--- src/rtl/ttl_pkg.sv ---
// Shared definitions for the ttl_*_sync family of synchronous TTL models.
// Mode encodings follow the {S1,S0} select pins of the universal shift registers.
package ttl_pkg;

   localparam logic [1:0] MODE_HOLD = 2'b00;
   localparam logic [1:0] MODE_SHR  = 2'b01;
   localparam logic [1:0] MODE_SHL  = 2'b10;
   localparam logic [1:0] MODE_LOAD = 2'b11;

endpackage

--- src/rtl/ttl_cen_edge.sv ---
// Clock-enable event generator: a rising-edge detector on Cen, or Cen passed
// straight through when EDGE=0. Shared by the ttl_*_sync register models.
module ttl_cen_edge #(
   parameter bit EDGE = 1'b1
) (
   input  logic clk,
   input  logic Reset_n,
   input  logic Cen,
   output logic ev
);

   logic last_cen;

   // Resets high so a Cen already high at reset release is not taken as a rise.
   always_ff @(posedge clk) begin
      if (!Reset_n) last_cen <= 1'b1;
      else          last_cen <= Cen;
   end

   assign ev = EDGE ? (Cen & ~last_cen) : Cen;

endmodule

--- src/rtl/ttl_74299_sync.sv ---
// Synchronous model of the SN74LS299 8-bit universal shift/storage register,
// with the 3-state bus split into separate in, out and drive-enable ports.
module ttl_74299_sync
   import ttl_pkg::*;
#(
   parameter int unsigned WIDTH    = 8,
   parameter bit          CEN_EDGE = 1'b1
) (
   input  logic             clk,
   input  logic             Reset_n,
   input  logic             Cen,
   input  logic             MRn,
   input  logic             S0,
   input  logic             S1,
   input  logic             OE1n,
   input  logic             OE2n,
   input  logic             DS0,
   input  logic             DS7,
   input  logic [WIDTH-1:0] IO_in,
   output logic [WIDTH-1:0] IO_out,
   output logic             IO_oe,
   output logic             Q0s,
   output logic             Q7s
);

   logic             ev;
   logic [WIDTH-1:0] q;
   logic [WIDTH-1:0] q_next;

   ttl_cen_edge #(
      .EDGE (CEN_EDGE)
   ) u_cen_edge (
      .clk     (clk),
      .Reset_n (Reset_n),
      .Cen     (Cen),
      .ev      (ev)
   );

   // Value the register takes if an event occurs this cycle.
   always_comb begin
      q_next = q;
      case ({S1, S0})
         MODE_HOLD: q_next = q;
         MODE_SHR:  q_next = {q[WIDTH-2:0], DS0};
         MODE_SHL:  q_next = {DS7, q[WIDTH-1:1]};
         MODE_LOAD: q_next = IO_in;
         default:   q_next = q;
      endcase
   end

   // MRn clears unconditionally; otherwise only an event moves the register.
   always_ff @(posedge clk) begin
      if (!Reset_n)  q <= '0;
      else if (!MRn) q <= '0;
      else if (ev)   q <= q_next;
   end

   assign IO_out = q;
   assign Q0s    = q[0];
   assign Q7s    = q[WIDTH-1];
   // The bus must be released while loading so IO_in can be driven externally.
   assign IO_oe  = ~OE1n & ~OE2n & ~(S1 & S0);

endmodule

--- config.mk ---
export PLATFORM = sky130hd
export DESIGN_NAME = ttl_74299_sync
export DESIGN_NICKNAME = d
export VERILOG_FILES = /design/src/rtl/ttl_pkg.sv /design/src/rtl/ttl_cen_edge.sv /design/src/rtl/ttl_74299_sync.sv
export SDC_FILE = /design/constraint.sdc
export NUM_CORES = 1
export LEC_CHECK = 0
export BUFFER_PORTS_ARGS = -buffer_cell sky130_fd_sc_hd__buf_2
export CORE_AREA = 2 2 39 41
export DETAILED_ROUTE_END_ITERATION = 8
export DIE_AREA = 0 0 41 43
export GPL_ROUTABILITY_DRIVEN = 1
export GPL_TIMING_DRIVEN = 0
export PLACE_DENSITY = 0.8
export SLEW_MARGIN = 20
export SYNTH_ARGS = -nofsm -noshare
export SYNTH_HDL_FRONTEND = slang
export SYNTH_SLANG_ARGS = --single-unit
export TNS_END_PERCENT = 30
--- constraint.sdc ---
create_clock -name clk -period 2.8 [get_ports clk]
set_clock_uncertainty 0.15 [all_clocks]
set_input_delay 0.56 -clock clk [delete_from_list [all_inputs] [get_ports clk]]
set_output_delay 0.56 -clock clk [all_outputs]
set_load 0.05 [all_outputs]
==> results.toml <==
[timing]
rsz0062_at_grt = "no"
finalSetupViolations = 0
hold_viol_final = 0
slew_violations = 0
max_freq_ghz = 0.461
slew_headroom_pct = 68.5
fin_crit_sh_pct = 77.5
tns_ns = 0
fin_crit_ns = 2.17
worst_pin_slew_ns = 0.469

[drt]
antenna_left = 0
viasPerCell = 5.11
first_pass_iters = 4
finalWirelength_um = 1160
vias = 506
remaining_drc_errors = 0
drtIter0Drc = 13
wire_per_inst_um = 11.7

[status]
status = "finished clean"

[setup_path]
worstReg2RegStart = "u_cen_edge.last_cen$_SDFF_PN1_"
worst_r2r_path_depth = 2
cp.required_ns = 2.09
worst_setup_path_start_kind = "input pin"
path_cells = "buf_4 -> clkbuf_1 -> a211oi_1 -> buf_2"
critPathMaxStageDelay_ns = 0.29
crit_path_top_delay_cell = "buf_2"
crit_type = "in -> out"
reg2reg_to = "IO_out[5]$_SDFFE_PN0P_"
critPathMaxFanout = 10
end_kind = "primary output"
rrSetupSlack_ns = 1.53
critPathArrivalTime_ns = 1.46

[synthesis]
synth-xor-area-share_pct = 0
ys_types = 14
syn_nets = 71
ys_top_cells_by_count = "9 x dfxtp_1, 8 x a21oi_1, 8 x a22o_1, 8 x mux2i_1, 8 x nor2_1"
yosys.area.top_type_share_pct = 35.3
synth_edf_count = 0
synth-simple-area-share_pct = 13.7
ys_ff_latch = 9
yosysWarnings = 0
synth_top_cell_by_area = "dfxtp_1"
syn_inst = 53
synth_mux_area_share_pct = 15.7
synth_fa_ha_area_share_pct = 0
synthFlopType = "dfxtp_1"
mappedNetlistArea_um2 = 510
syn_avg_cell_area_um2 = 9.63
synth_compound_area_share_pct = 27.2
ys_seq_area_share_pct = 35.3
synth_top_family_by_area = "compound AO/OA/AOI/OAI gates"
async_flop_share_pct = 0
synthTopCellsByArea = "dfxtp_1 35%, mux2i_1 16%, a22o_1 14%, a21oi_1 7.8%, nor2_1 5.9%"
synth_most_common_cell = "dfxtp_1"

[clocking]
clk_pin_slew_ns = 0.06
cts.path.max_buffers = 2
cts_root_buf = "clkbuf_4"
cts_setup_buffers = 0
cts_tree = "done"
ctsHoldBuffers = 0
cts_resized = 0
clk_latency_ns = 0.26
htreeDepth = 1
cts_sinks = 9
numCtsBuffers = 3

[die]
core_um2 = 1380
core.rowCount = 14
die_area_um2 = 1760
die-height_um = 43
initial_core_util_pct = 36.9
top_level_ports = 29
fp.dieW_um = 41

[finish]
fin_nets = 102
area_delta_synth_final_pct = 34.6
drive_gt1_share_pct = 43.4
fin_cells = 99
final_core_util_pct = 49.6
antenna_cells = 0

[power_and_ir_drop]
p_per_area_nw_per_um2 = 413
p_sw_uw = 75.4
leakagePower_uw = 0.000354
finalPower_uw = 284
internal_power_uw = 208
switching_share_pct = 26.6
peakVddDrop_mv = 0.236
power_frac_seq_pct = 46.5
comb_power_share_pct = 19.2
clkPwrFrac_pct = 34.4

[grt]
grt_pass1_wl_um = 1590
grt_max_degree = 11
antenna_found_initial = 0
track_usage_pct = 13.5
grt_overflow = 0
grt_pass1_vias = 396

[placed_design]
io_buffers = 26
dpl.hpwl_um = 870
routabilityCongestion = 0.733
dp_cells = 95

[min_path]
holdCritStartpoint = "Reset_n"
whs_path_depth = 2
holdPathEnd = "u_cen_edge.last_cen$_SDFF_PN1_"
hold_class = "in -> reg"

[run]
maxCapViolCount = 0
power groups by stage:
stage / clock network [uW] / logic [uW] / registers [uW]
2_1_floorplan: 0 / 33.5 / 138
3_3_place_gp: 0 / 53.8 / 135
3_5_place_dp: 0 / 54.4 / 135
4_1_cts: 103 / 54.5 / 132
5_1_grt: 109 / 58.7 / 132
6_report: 97.6 / 54.4 / 132
critical path, delay by kind of cell:
| family | cells | cell delay, ns |
|---|---|---|
| buf+inv | 3 | 0.67 |
| compound gates | 1 | 0.23 |
flip-flops by register name (all words and copies together) (netlist names):
| name | count |
|---|---|
| u_cen_edge.last_cen | 1 |
| IO_out | 8 |
cells by family after synthesis:
kind of cell    after synthesis
simple gates                 12
mux                           8
flops                         9
compound gates               18
buf+inv                       6
routing by layer:
layer	routed length (um)	track usage, %	vias up
met5	0	0	-
met4	15	12.0	0
met3	138	3.14	2
met2	530	18.4	29
met1	472	16.5	218
li1	-	-	257
cell type report:
| type | count | area [um2] |
|---|---|---|
| buffer | 5 | 37.5 |
| clock buffer | 4 | 26.3 |
| fill | 138 | 697 |
| inverter | 1 | 3.75 |
| multi-input combinational | 38 | 289 |
| sequential | 9 | 180 |
| tap | 16 | 20.0 |
| timing repair buffer | 26 | 130 |
worst max path at each step:
stage	start	to	slack, ns
after floorplan	S1	IO_oe	0.006
after global placement	S1	IO_oe	0.64
after detailed placement	S1	IO_oe	0.63
after CTS	S1	IO_oe	0.63
after global routing	S1	IO_oe	0.56
final	S1	IO_oe	0.63
layout by cell type (no fill, tap or decap):
cell type and instances:
buf_4 3, buf_6 1, inv_1 1, mux2i_1 8, nor2_4 1, a21oi_1 8
nand2_1 2, nor4_4 1, clkbuf_1 2, dfxtp_1 9, nor2_1 8, clkbuf_4 3
buf_2 26, a211oi_1 1, o311a_4 1, a22o_1 8
stage by stage:
stage                     cell area [um2]  setup WS (ns)  hold WS, ns
after floorplan                       510        0.00564        0.480
after global placement                661          0.636        0.360
after global routing                  687          0.564        0.353
after detailed placement              661          0.632        0.371
final                                 687          0.629        0.364
after CTS                             687          0.633        0.351
Power figures use the tool's default switching activity.
